File: config.mk
export PLATFORM = sky130hd
export DESIGN_NAME = button_pulse_gen
export DESIGN_NICKNAME = d
export VERILOG_FILES = /design/src/rtl/button_pulse_pkg.sv /design/src/rtl/button_pulse_gen_debounce_fsm.sv /design/src/rtl/button_pulse_gen.sv
export SDC_FILE = /design/constraint.sdc
export NUM_CORES = 1
export LEC_CHECK = 0
export CORE_ASPECT_RATIO = 1.4
export CORE_MARGIN = 4
export CORE_UTILIZATION = 62
export CTS_BUF_LIST = sky130_fd_sc_hd__clkbuf_4 sky130_fd_sc_hd__clkbuf_8
export DETAILED_ROUTE_END_ITERATION = 16
export PLACE_DENSITY = 0.8
export SETUP_SLACK_MARGIN = 0.05
export SYNTH_ARGS = -nofsm -noshare
export SYNTH_HDL_FRONTEND = slang
export SYNTH_HIERARCHICAL = 1
export SYNTH_SLANG_ARGS = --single-unit
File: constraint.sdc
create_clock -name CLK -period 3.4 [get_ports CLK]
set_clock_uncertainty 0.05 [all_clocks]
set_input_delay 0.51 -clock CLK [delete_from_list [all_inputs] [get_ports CLK]]
set_output_delay 0.51 -clock CLK [all_outputs]
set_load 0.02 [all_outputs]
File: src/rtl/button_pulse_pkg.sv
// Shared types and constants for the button pulse generator.
// Holds the debounce FSM state encoding and the UP_DOWN reset value.
package button_pulse_pkg;

    typedef enum logic [1:0] {
        IDLE         = 2'b00,
        PRESS_WAIT   = 2'b01,
        HELD         = 2'b10,
        RELEASE_WAIT = 2'b11
    } deb_state_t;

    localparam logic UP_DOWN_RST = 1'b1;

endpackage

File: src/rtl/button_pulse_gen_debounce_fsm.sv
// Per-button 2-flop synchroniser plus tick-timed debounce FSM.
// AUTOREPEAT_EN adds a 'held' output exposing the HELD state.
module debounce_fsm
    import button_pulse_pkg::*;
#(
    parameter int DEB_SAMPLES = 10
) (
    input  logic CLK,
    input  logic RST,
    input  logic tick,
    input  logic raw,
    output logic level,
    output logic press_pulse
`ifdef AUTOREPEAT_EN
    ,
    output logic held
`endif
);

    localparam int CW = $clog2(DEB_SAMPLES + 1);
    localparam logic [CW-1:0] CNT_DONE = CW'(DEB_SAMPLES);
    localparam logic [CW-1:0] CNT_ONE  = CW'(1);

    logic          r_sync1;
    logic          r_sync2;
    deb_state_t    r_state;
    deb_state_t    w_state_next;
    logic [CW-1:0] r_cnt;
    logic [CW-1:0] w_cnt_next;
    logic [CW-1:0] w_cnt_inc;
    logic          w_pulse;

    // Bring the asynchronous button into the CLK domain.
    always_ff @(posedge CLK) begin
        if (RST) begin
            r_sync1 <= 1'b0;
            r_sync2 <= 1'b0;
        end else begin
            r_sync1 <= raw;
            r_sync2 <= r_sync1;
        end
    end

    // State and sample-counter registers.
    always_ff @(posedge CLK) begin
        if (RST) begin
            r_state <= IDLE;
            r_cnt   <= '0;
        end else begin
            r_state <= w_state_next;
            r_cnt   <= w_cnt_next;
        end
    end

    assign w_cnt_inc = r_cnt + CNT_ONE;

    // Next state: only tick cycles count samples or move the FSM.
    always_comb begin
        w_state_next = r_state;
        w_cnt_next   = r_cnt;
        w_pulse      = 1'b0;
        if (tick) begin
            unique case (r_state)
                IDLE: begin
                    if (r_sync2) begin
                        if (CNT_DONE == CNT_ONE) begin
                            w_state_next = HELD;
                            w_cnt_next   = '0;
                            w_pulse      = 1'b1;
                        end else begin
                            w_state_next = PRESS_WAIT;
                            w_cnt_next   = CNT_ONE;
                        end
                    end
                end
                PRESS_WAIT: begin
                    if (!r_sync2) begin
                        w_state_next = IDLE;
                        w_cnt_next   = '0;
                    end else if (w_cnt_inc == CNT_DONE) begin
                        w_state_next = HELD;
                        w_cnt_next   = '0;
                        w_pulse      = 1'b1;
                    end else begin
                        w_cnt_next = w_cnt_inc;
                    end
                end
                HELD: begin
                    if (!r_sync2) begin
                        if (CNT_DONE == CNT_ONE) begin
                            w_state_next = IDLE;
                            w_cnt_next   = '0;
                        end else begin
                            w_state_next = RELEASE_WAIT;
                            w_cnt_next   = CNT_ONE;
                        end
                    end
                end
                RELEASE_WAIT: begin
                    if (r_sync2) begin
                        w_state_next = HELD;
                        w_cnt_next   = '0;
                    end else if (w_cnt_inc == CNT_DONE) begin
                        w_state_next = IDLE;
                        w_cnt_next   = '0;
                    end else begin
                        w_cnt_next = w_cnt_inc;
                    end
                end
            endcase
        end
    end

    // Level of the state being entered, so a registered copy lines up with ENABLE.
    assign level = (w_state_next == HELD) || (w_state_next == RELEASE_WAIT);
    assign press_pulse = w_pulse;

`ifdef AUTOREPEAT_EN
    assign held = (r_state == HELD);
`endif

endmodule

File: src/rtl/button_pulse_gen.sv
// Debounced STEP/DIR front end producing ENABLE pulses and UP_DOWN level.
// Define AUTOREPEAT_EN to add auto-repeat ENABLE pulses while STEP is held.
module button_pulse_gen
    import button_pulse_pkg::*;
#(
    parameter int TICK_DIV     = 50000,
    parameter int DEB_SAMPLES  = 10,
    parameter int REPEAT_DELAY = 500,
    parameter int REPEAT_RATE  = 100
) (
    input  logic CLK,
    input  logic RST,
    input  logic BTN_STEP,
    input  logic BTN_DIR,
    output logic ENABLE,
    output logic UP_DOWN,
    output logic STEP_LEVEL
);

    if (TICK_DIV < 2) begin : g_bad_tick_div
        $error("TICK_DIV must be >= 2");
    end
    if (DEB_SAMPLES < 1) begin : g_bad_deb
        $error("DEB_SAMPLES must be >= 1");
    end
    if (REPEAT_DELAY < 1 || REPEAT_RATE < 1) begin : g_bad_repeat
        $error("REPEAT_DELAY and REPEAT_RATE must be >= 1");
    end

    localparam int PW = $clog2(TICK_DIV);
    localparam logic [PW-1:0] PRESC_LAST = PW'(TICK_DIV - 1);

    logic [PW-1:0] r_presc;
    logic          w_tick;
    logic          w_step_level;
    logic          w_step_pulse;
    logic          w_dir_level_unused;
    logic          w_dir_pulse;
    logic          w_repeat_pulse;
    logic          r_enable;
    logic          r_up_down;
    logic          r_step_level;

    assign w_tick = (r_presc == PRESC_LAST);

    // Free-running sample prescaler, wraps after TICK_DIV cycles.
    always_ff @(posedge CLK) begin
        if (RST || w_tick) begin
            r_presc <= '0;
        end else begin
            r_presc <= r_presc + PW'(1);
        end
    end

`ifdef AUTOREPEAT_EN
    logic w_step_held;
    logic w_dir_held_unused;
`endif

    debounce_fsm #(
        .DEB_SAMPLES(DEB_SAMPLES)
    ) u_step (
        .CLK        (CLK),
        .RST        (RST),
        .tick       (w_tick),
        .raw        (BTN_STEP),
        .level      (w_step_level),
        .press_pulse(w_step_pulse)
`ifdef AUTOREPEAT_EN
        ,
        .held       (w_step_held)
`endif
    );

    debounce_fsm #(
        .DEB_SAMPLES(DEB_SAMPLES)
    ) u_dir (
        .CLK        (CLK),
        .RST        (RST),
        .tick       (w_tick),
        .raw        (BTN_DIR),
        .level      (w_dir_level_unused),
        .press_pulse(w_dir_pulse)
`ifdef AUTOREPEAT_EN
        ,
        .held       (w_dir_held_unused)
`endif
    );

`ifdef AUTOREPEAT_EN
    localparam int RMAX = (REPEAT_DELAY > REPEAT_RATE) ? REPEAT_DELAY
                                                       : REPEAT_RATE;
    localparam int RW = $clog2(RMAX + 1);
    localparam logic [RW-1:0] REP_DELAY = RW'(REPEAT_DELAY);
    localparam logic [RW-1:0] REP_RATE  = RW'(REPEAT_RATE);

    logic [RW-1:0] r_rep_cnt;
    logic          r_rep_after;
    logic [RW-1:0] w_rep_inc;

    assign w_rep_inc = r_rep_cnt + RW'(1);

    // Extra pulse after the initial delay, then at the repeat rate.
    always_comb begin
        w_repeat_pulse = 1'b0;
        if (w_tick && w_step_held) begin
            w_repeat_pulse = r_rep_after ? (w_rep_inc == REP_RATE)
                                         : (w_rep_inc == REP_DELAY);
        end
    end

    // Repeat counter runs only in HELD and restarts on every entry.
    always_ff @(posedge CLK) begin
        if (RST || !w_step_held) begin
            r_rep_cnt   <= '0;
            r_rep_after <= 1'b0;
        end else if (w_tick) begin
            if (w_repeat_pulse) begin
                r_rep_cnt   <= '0;
                r_rep_after <= 1'b1;
            end else begin
                r_rep_cnt <= w_rep_inc;
            end
        end
    end
`else
    assign w_repeat_pulse = 1'b0;
`endif

    // Output registers; ENABLE and UP_DOWN update on the same edge.
    always_ff @(posedge CLK) begin
        if (RST) begin
            r_enable     <= 1'b0;
            r_up_down    <= UP_DOWN_RST;
            r_step_level <= 1'b0;
        end else begin
            r_enable     <= w_step_pulse | w_repeat_pulse;
            r_up_down    <= w_dir_pulse ? ~r_up_down : r_up_down;
            r_step_level <= w_step_level;
        end
    end

    assign ENABLE     = r_enable;
    assign UP_DOWN    = r_up_down;
    assign STEP_LEVEL = r_step_level;

endmodule

# Word-level counts from Yosys, hierarchy flattened
# Cells that the tools add are included.
[classes]
n_bitwise = 4
mux = 32
n_reduce_logical = 8
n_addsub = 3
eq_ne = 17
[op_table]
columns = ["op", "count"]
rows = [
  ["$mux W4", 10],
  ["$pmux W4 S4", 2],
  ["$mux W2", 13],
  ["$add A16 B1 Y16 const B", 1],
  ["$eq A16 B16 Y1 const B", 1],
  ["$pmux W2 S4", 2],
  ["$eq A2 B2 Y1 const B", 6],
  ["$add A4 B1 Y4 const B", 2],
  ["$eq A4 B4 Y1 const B", 2],
  ["$reduce_and A3 Y1", 2],
  ["$mux W1", 5],
  ["$reduce_and A5 Y1", 1],
  ["$eq A2 B1 Y1 const B", 2],
  ["$logic_not A2 Y1", 2],
  ["$ne A2 B1 Y1 const B", 2],
  ["$ne A2 B2 Y1 const B", 2],
  ["$not A1 Y1", 4],
  ["$reduce_or A4 Y1", 1],
  ["$ne A3 B1 Y1 const B", 1],
  ["$ne A3 B3 Y1 const B", 1],
  ["$logic_or A1 B1 Y1", 2],
]
[totals]
elab_cells = 76
register_bits = 35

# Longest topological paths before layout
# Gate-level depths: netlist (run 1).
[logic_depth]
ltp_word = 8
mapped_depth = 8
mapped_depth_nobuf = 8

# By module
# The synthesis (run 1) kept the hierarchy.
[modules_own_cells]
columns = ["module", "area_per_inst_um2", "instances", "cells_each"]
rows = [
  ["debounce_fsm", 441.7, 2, 43],
  ["button_pulse_gen", 799.5, 1, 87],
]

# Worst setup path before layout (run 1)
# Ideal clock, no wire load.
[synth_path]
kind = "register to register"
startpoint = "register r_presc[12]"
endpoint = "register r_step_level, in the netlist STEP_LEVEL"
setup_slack_ps = 862
arrival_time_ps = 2375
path_stages_with_launch = 7
synth_period_minus_slack_ps = 2538
setup_time_ps = 114
required_ps = 3236
cell_sequence = "dfxtp_1 -> or4b_1 -> nor4_2 -> nand2_1 -> a21oi_4 -> mux2_4 -> nor2b_1"
[synth_via]
elab_chain_len = 4
word_cells_on_any_way = 5
cone_classes = "eq/ne (3); mux (1); reduce/logical (1)"
[synth_rtl]
columns = ["item", "line", "rtl"]
rows = [
  ["start: declaration", "button_pulse_gen.sv:33", "logic [PW-1:0] r_presc;"],
  ["start signal: assignment", "button_pulse_gen.sv:51", "r_presc <= r_presc + PW'(1);"],
  ["$eq A16 B16 Y1 (*)", "button_pulse_gen.sv:44", "assign w_tick = (r_presc == PRESC_LAST);"],
  ["via w_tick", "button_pulse_gen.sv:34", "logic w_tick;"],
  ["$mux W2 (*)", "button_pulse_gen_debounce_fsm.sv:62", "if (tick) begin"],
  ["$eq A2 B2 Y1", "button_pulse_gen_debounce_fsm.sv:115", "assign level = (w_state_next == HELD) || (w_state_next == RELEASE_WAIT);"],
  ["$logic_or A1 B1 Y1 (*)", "button_pulse_gen_debounce_fsm.sv:115", ""],
  ["via w_step_level", "button_pulse_gen.sv:35", "logic w_step_level;"],
  ["end signal: assignment", "button_pulse_gen.sv:139", "r_step_level <= w_step_level;"],
  ["end: declaration", "button_pulse_gen.sv:42", "logic r_step_level;"],
]
# The timed path passes the listed nets; every way through them passes the cells marked *.
# A chain may end at the register's enable or synchronous reset.

# Final worst setup path (run 1)
[layout_path]
startpoint = "register r_presc[0]"
endpoint = "register r_step_level, in the netlist STEP_LEVEL"
# Same word-level chain as after synthesis.

==> results.md, run 1 <==
- Slew Limit Fails: 0
- Status: finished clean
- Setup_tns: 0 ns
- Antenna Nets Post-Route: 0
- Fin cells: 222
- Drt total wl: 2.771 mm
- Unrepaired setup endpoints after global routing: no
- M2 GR Usage: 29.93%
- Actual slew at the worst max-slew pin: 0.6687 ns
- Total grt overflow: 0
- Tot GR Track Use: 17.68%
- Antenna diode count: 0
- Met1 usage in global routing: 17.80%
- WP data required: 3.60 ns
- Mean post-synth cell area: slightly below 10 sq um
- Worst Path Max Fanout: 8
- Worst stage delay on the critical path: roughly 0.65 ns
- Synth-to-Final Area Change: 11.25%
- Reg clk slew, reported paths: 0.11 ns
- Worst min path class: register to register
- Setup violations, final: 0
- Initial Util: 64.46%
- Pwr dens: 407.0 nW/um^2
- Crit Path Class: register to register
- H-tree depth: 2
- # DRC: 0
- Final Hold Viols: 0
- Port Buffers: 6
- CP arrival: 2.73 ns
- Fmax: 395.3 MHz
- Delay-heaviest family, CP: simple AND/OR/NAND/NOR gates
- Chip height: roughly 70 um
- TritonCTS Buffers: 5
- Max VDD drop: roughly 0.37 mV
- Vias in the first global route: between 1k and 1.5k
- Tcrit/Tclk final: 74.40%
- Die footprint: 3596 sq um
- Crit path cell chain: ha_1 -> nand3_1 -> nor4_2 -> nand2_1 -> a21oi_4 -> mux2_4 -> nor2b_1
- Worst skew pair latency: around 0.35 ns
- Shortest period the worst path allows: 2.529 ns
- Met3 usage: around 6.5%
- DR WL/cell: 12.48 um
- Critical path's slowest cell: nor4_2
- Nets: 194
- Worst setup SP type: register
- GRT busiest layer: met2
- Post-Synthesis Cells: 172
- Mapped Nets: 181
- Initial antenna violation count: 0
- Largest net degree at the start of global routing: 24
- Iter 0 DRT Violations: 21
- Hold Buf Count CTS: 0
- Via count: 1220
- Relative slew slack: 55.05%
- Wire length of the first global-routing pass: slightly below 5 mm
- Top-Level Pins: 7
- Clock sink count: 35
- Crit path buf inv count: 0
- Max-cap check violation count: 0
- Placed Cells: approximately 210
- TritonCTS clock tree: done
- Synth Cell Area: roughly 1700 sq um
- Rows: 22
- Post-CTS Setup Bufs: 0
- Post-DP HPWL: 2.011 mm
- Leakage: 0.5903 nW
- Longest Clk Path Bufs: 2
- Resize count post-CTS: 0
- Core Region: ~2600 sq um
- Final GP Congestion: 0.8625
- Die width: slightly above 50 um
- 1st-pass router iterations: 4
- Layout cells sized above 1: 9.677%
- YS warnings: 6
- Vias per cell: between 5 and 6
- CTS root buf: clkbuf_4
- CP Capture Type: register
[worst paths after layout]
check           startpoint             to  slack (ns)  cells after the start
max             r_presc[0]     STEP_LEVEL        0.87                      7
min reg2reg  u_dir/r_sync1  u_dir/r_sync2        0.40                      1
min          u_dir/r_sync1  u_dir/r_sync2        0.40                      1
max reg2reg     r_presc[0]     STEP_LEVEL        0.87                      7
[registers in the layout (all words and copies together), names as in the netlist, 2 cells and up]
name,flops
r_presc,16
u_dir/r_cnt,4
u_step/r_cnt,4
u_dir/r_state,2
u_step/r_state,2
[through the flow]
| step | util, % | worst slack, ns | power, W | hold slack, ns | area, sq um |
|---|---|---|---|---|---|
| CTS | 71.71 | 0.8673 | 0.0007665 | 0.4059 | 1856 |
| detailed placement | 68.38 | 0.8821 | 0.0004510 | 0.3826 | 1769 |
| global placement | 68.38 | 0.9428 | 0.0004496 | 0.3685 | 1769 |
| finish | 71.71 | 0.8706 | 0.0007552 | 0.3969 | 1856 |
| floorplan | - | 0.8617 | 0.0004420 | 0.3638 | 1668 |
| global route | 71.71 | 0.5662 | 0.0007852 | 0.4162 | 1856 |
[layout make-up]
| cell class | count | area [sq um] |
|---|---|---|
| clock buffer | 6 | 51.30 |
| inverter | 6 | 22.52 |
| clock inverter | 2 | 35.03 |
| sequential | 35 | 700.7 |
| tap | 36 | 45.04 |
| multi-input combinational | 129 | 925.9 |
| timing repair buffer | 8 | 75.07 |
| fill | 203 | 732.0 |
[worst reg2reg max path, delay by kind of cell, from the launching register on]
family	cells	cell delay, ns
and+or+nand+nor	4	1.26
muxes	1	0.31
adders and majority gates	1	0.20
AOI/OAI and AO/OA	1	0.23
DFF	1	0.39
[layout by cell type, fill, tap and decap left out, types with 3 or more instances in the layout]
| cell type | instances |
|---|---|
| o2bb2ai_1 | 4 |
| and3b_1 | 4 |
| nor2_1 | 23 |
| clkbuf_4 | 5 |
| nor4_1 | 4 |
| nor2b_1 | 8 |
| clkdlybuf4s50_1 | 6 |
| nand2b_1 | 5 |
| nand3_1 | 9 |
| xor2_1 | 5 |
| mux2i_1 | 4 |
| dfxtp_1 | 35 |
| xnor2_1 | 16 |
| ha_1 | 5 |
| nor3_1 | 6 |
| inv_1 | 6 |
| nand4_1 | 3 |
| nand2_1 | 9 |
| nand4bb_1 | 4 |
[report_power, final]
part | internal (W) | leakage [nW] | switching [W]
clock | 0.000174 | 0.0482 | 0.000140
combinational | 0.0000101 | 0.259 | 0.0000119
sequential | 0.000415 | 0.283 | 0.00000427
[metal layers]
layer | vias up | part of all wire (%) | routed length [um]
met4 | 0 | 2.6 | 72
met3 | 7 | 2.9 | 80
met1 | 575 | 41 | 1142
li1 | 629 | - | -
met2 | 9 | 53 | 1475
met5 | - | 0 | 0
No activity file was read; power rests on OpenSTA's default activity.
==> run 2: changes to the inputs <==
- clock period: 3.4 -> 2.45 ns (I/O delays scaled with it)
==> run 2 against run 1 <==
Count of clock-buffer cells in the layout grew 1; die area is the same; non-clock buffer count grew 2; cell count grew 0.90%; via count is essentially flat; sequential share of layout area grew 0.10 points.
==> results.md, run 2 (same netlist as run 1, synthesis figures left out) <==
- Final Hold Viols: 0 (unchanged)
- Core Region: 2587 sq um (unchanged)
- TritonCTS clock tree: done
- Clock sink count: 35 (unchanged)
- Setup violations, final: 0 (unchanged)
- FILL cells: 227 (+12%)
- Placed Cells: 216 (+0.93%)
- Drt total wl: 2.733 mm (-1.4%)
- Max-cap check violation count: 0 (unchanged)
- Resize count post-CTS: 0 (unchanged)
- Rows: 22 (unchanged)
- Max reg flops: 16 (unchanged)
- Antenna Nets Post-Route: 0 (unchanged)
- H-tree depth: 2 (unchanged)
- Post-DP HPWL: 2.091 mm (+3.9%)
- Hold path depth: 1 (unchanged)
- R2r worst-path depth: 8 (+1)
- Sw frac: 21.86% (+1.1 points)
- Nets: 196 (+1.0%)
- Initial Util: 64.46% (unchanged)
- Commonest non-fill, non-tap cell in the layout: dfxtp_1
- Slew Limit Fails: 0 (unchanged)
- Die footprint: 3596 sq um (unchanged)
- Die width: 51.84 um (unchanged)
- Top-Level Pins: 7 (unchanged)
- Final GP Congestion: 0.8328 (-3.4%)
- Worst min path class: register to register
- CTS root buf: clkbuf_4
- Pwr dens: 500.7 nW/um^2 (+23%)
- TritonCTS Buffers: 5 (unchanged)
- Shortest period the worst path allows: 2.156 ns (-0.3735 ns)
- Synth-to-Final Area Change: 10.95%
- Initial antenna violation count: 0 (unchanged)
- Fmax: 463.8 MHz (+17%)
- Overall power: 0.0009265 W (+23%)
- R2r setup slk: 0.29 ns (-0.58 ns)
- R2R Path Start: r_presc[12]
- Logic pwr share: 3.3% (+0.4 points)
- Antenna diode count: 0 (unchanged)
- Unrepaired setup endpoints after global routing: no
- Clock network power share: 33.9% (-7.7 points)
- Worst skew pair latency: 0.34 ns (about the same)
- Largest net degree at the start of global routing: 23 (-4.2%)
- Reg2reg end: UP_DOWN
- Worst Min Path Start: u_dir/r_sync1
- Net Sw Power: 0.0002026 W (+29%)
- Biggest regs: r_presc: 16 flops, u_dir/r_cnt: 4 flops, u_step/r_cnt: 4 flops
- Most frequent cells in the layout: dfxtp_1, nor2_1, xnor2_1
- Vias in the first global route: 1230 (+2.6%)
- Tcrit/Tclk final: 88.00% (+14 points)
- Wire length of the first global-routing pass: 4.995 mm (+3.9%)
- Status: finished clean
- Vias per cell: 5.442 (-0.97%)
- Total grt overflow: 0 (unchanged)
- Post-CTS Setup Bufs: 0 (unchanged)
- Chip height: 69.37 um (unchanged)
- CP Capture Type: register
- Relative slew slack: 65.88% (+11 points)
- Reg clk slew, reported paths: 0.10 ns (about the same)
- Layout cells sized above 1: 10.64% (+0.96 points)
- Setup_tns: 0 ns (unchanged)
- Via count: 1219 (-0.082%)
- Worst Path Max Fanout: 7 (-1)
- Leakage: 0.6047 nW (+2.4%)
- Hold Buf Count CTS: 0 (unchanged)
- Fin cells: 224 (+0.90%)
- Crit Path Class: register to register
- Flop pwr share: 62.8% (+7.3 points)
- DR WL/cell: 12.20 um (-2.3%)
- 1st-pass router iterations: 4 (unchanged)
- Worst setup SP type: register
- Hold path endpoint: u_dir/r_sync2
- WP data required: 2.64 ns (-0.96 ns)
- Tot GR Track Use: 18.38% (+0.70 points)
- # DRC: 0 (unchanged)
- Max VDD drop: 0.3602 mV (-1.7%)
- Largest Register: r_presc
- CP arrival: 2.35 ns (-0.38 ns)
- Internal Power: 0.0007239 W (+21%)
- Longest Clk Path Bufs: 2 (unchanged)
- Port Buffers: 6 (unchanged)
- Actual slew at the worst max-slew pin: 0.5117 ns (-0.1570 ns)
- Iter 0 DRT Violations: 31 (+48%)
## run 2: worst max-delay path: stages, from the launching register on
cell      delay, ns
dfxtp_1        0.36
or4b_1         0.58
nor4_4         0.20
buf_4          0.20
nand2_1        0.12
a21oi_4        0.18
and3b_1        0.19
xnor2_1        0.11
nand2b_1       0.06
## run 2: final cells by class
type,count,area [sq um],share of cell area [%]
Multi-Input combinational cell,129,934.6,50.51
Clock buffer,7,52.55,2.840
Sequential cell,35,700.7,37.86
Timing Repair Buffer,10,90.09,4.868
Inverter,6,22.52,1.217
Tap cell,36,45.04,2.434
Clock inverter,1,5.005,0.2705
## run 2: per-layer routing
metal | up-vias | part of all wire [%] | global-route usage (%)
met5 | - | 0 | 0
met4 | 0 | 2.3 | 10.79
met3 | 5 | 2.2 | 6.237
met2 | 5 | 56 | 32.31
met1 | 570 | 39 | 17.55
li1 | 639 | - | -
## run 2: stage by stage
step	hold slack, ns	instance area (sq um)	setup slack [ns]	util (%)
floorplan	0.3638	1677	0.1446	-
global placement	0.3703	1793	0.3578	69.29
detailed placement	0.3819	1793	0.2728	69.29
CTS	0.4096	1851	0.2765	71.52
global route	0.4198	1851	0.1465	71.52
finish	0.4042	1851	0.2941	71.52
## run 2: power groups by stage
stage	clock network (W)	registers, W	logic (W)
after floorplan	0	0.000594	0.0000197
after global placement	0	0.000594	0.0000298
after detailed placement	0	0.000595	0.0000310
after CTS	0.000331	0.000582	0.0000311
after global routing	0.000358	0.000583	0.0000339
final	0.000314	0.000582	0.0000306
## run 2: how the worst max path moves through the flow
stage               cells past startpoint          to        start  slack [ns]
global placement                        8     UP_DOWN  r_presc[12]        0.36
finish                                  8     UP_DOWN  r_presc[12]        0.29
CTS                                     8     UP_DOWN  r_presc[12]        0.28
global route                            8     UP_DOWN  r_presc[12]        0.15
detailed placement                      8     UP_DOWN  r_presc[12]        0.27
floorplan                               6  STEP_LEVEL  r_presc[12]        0.14
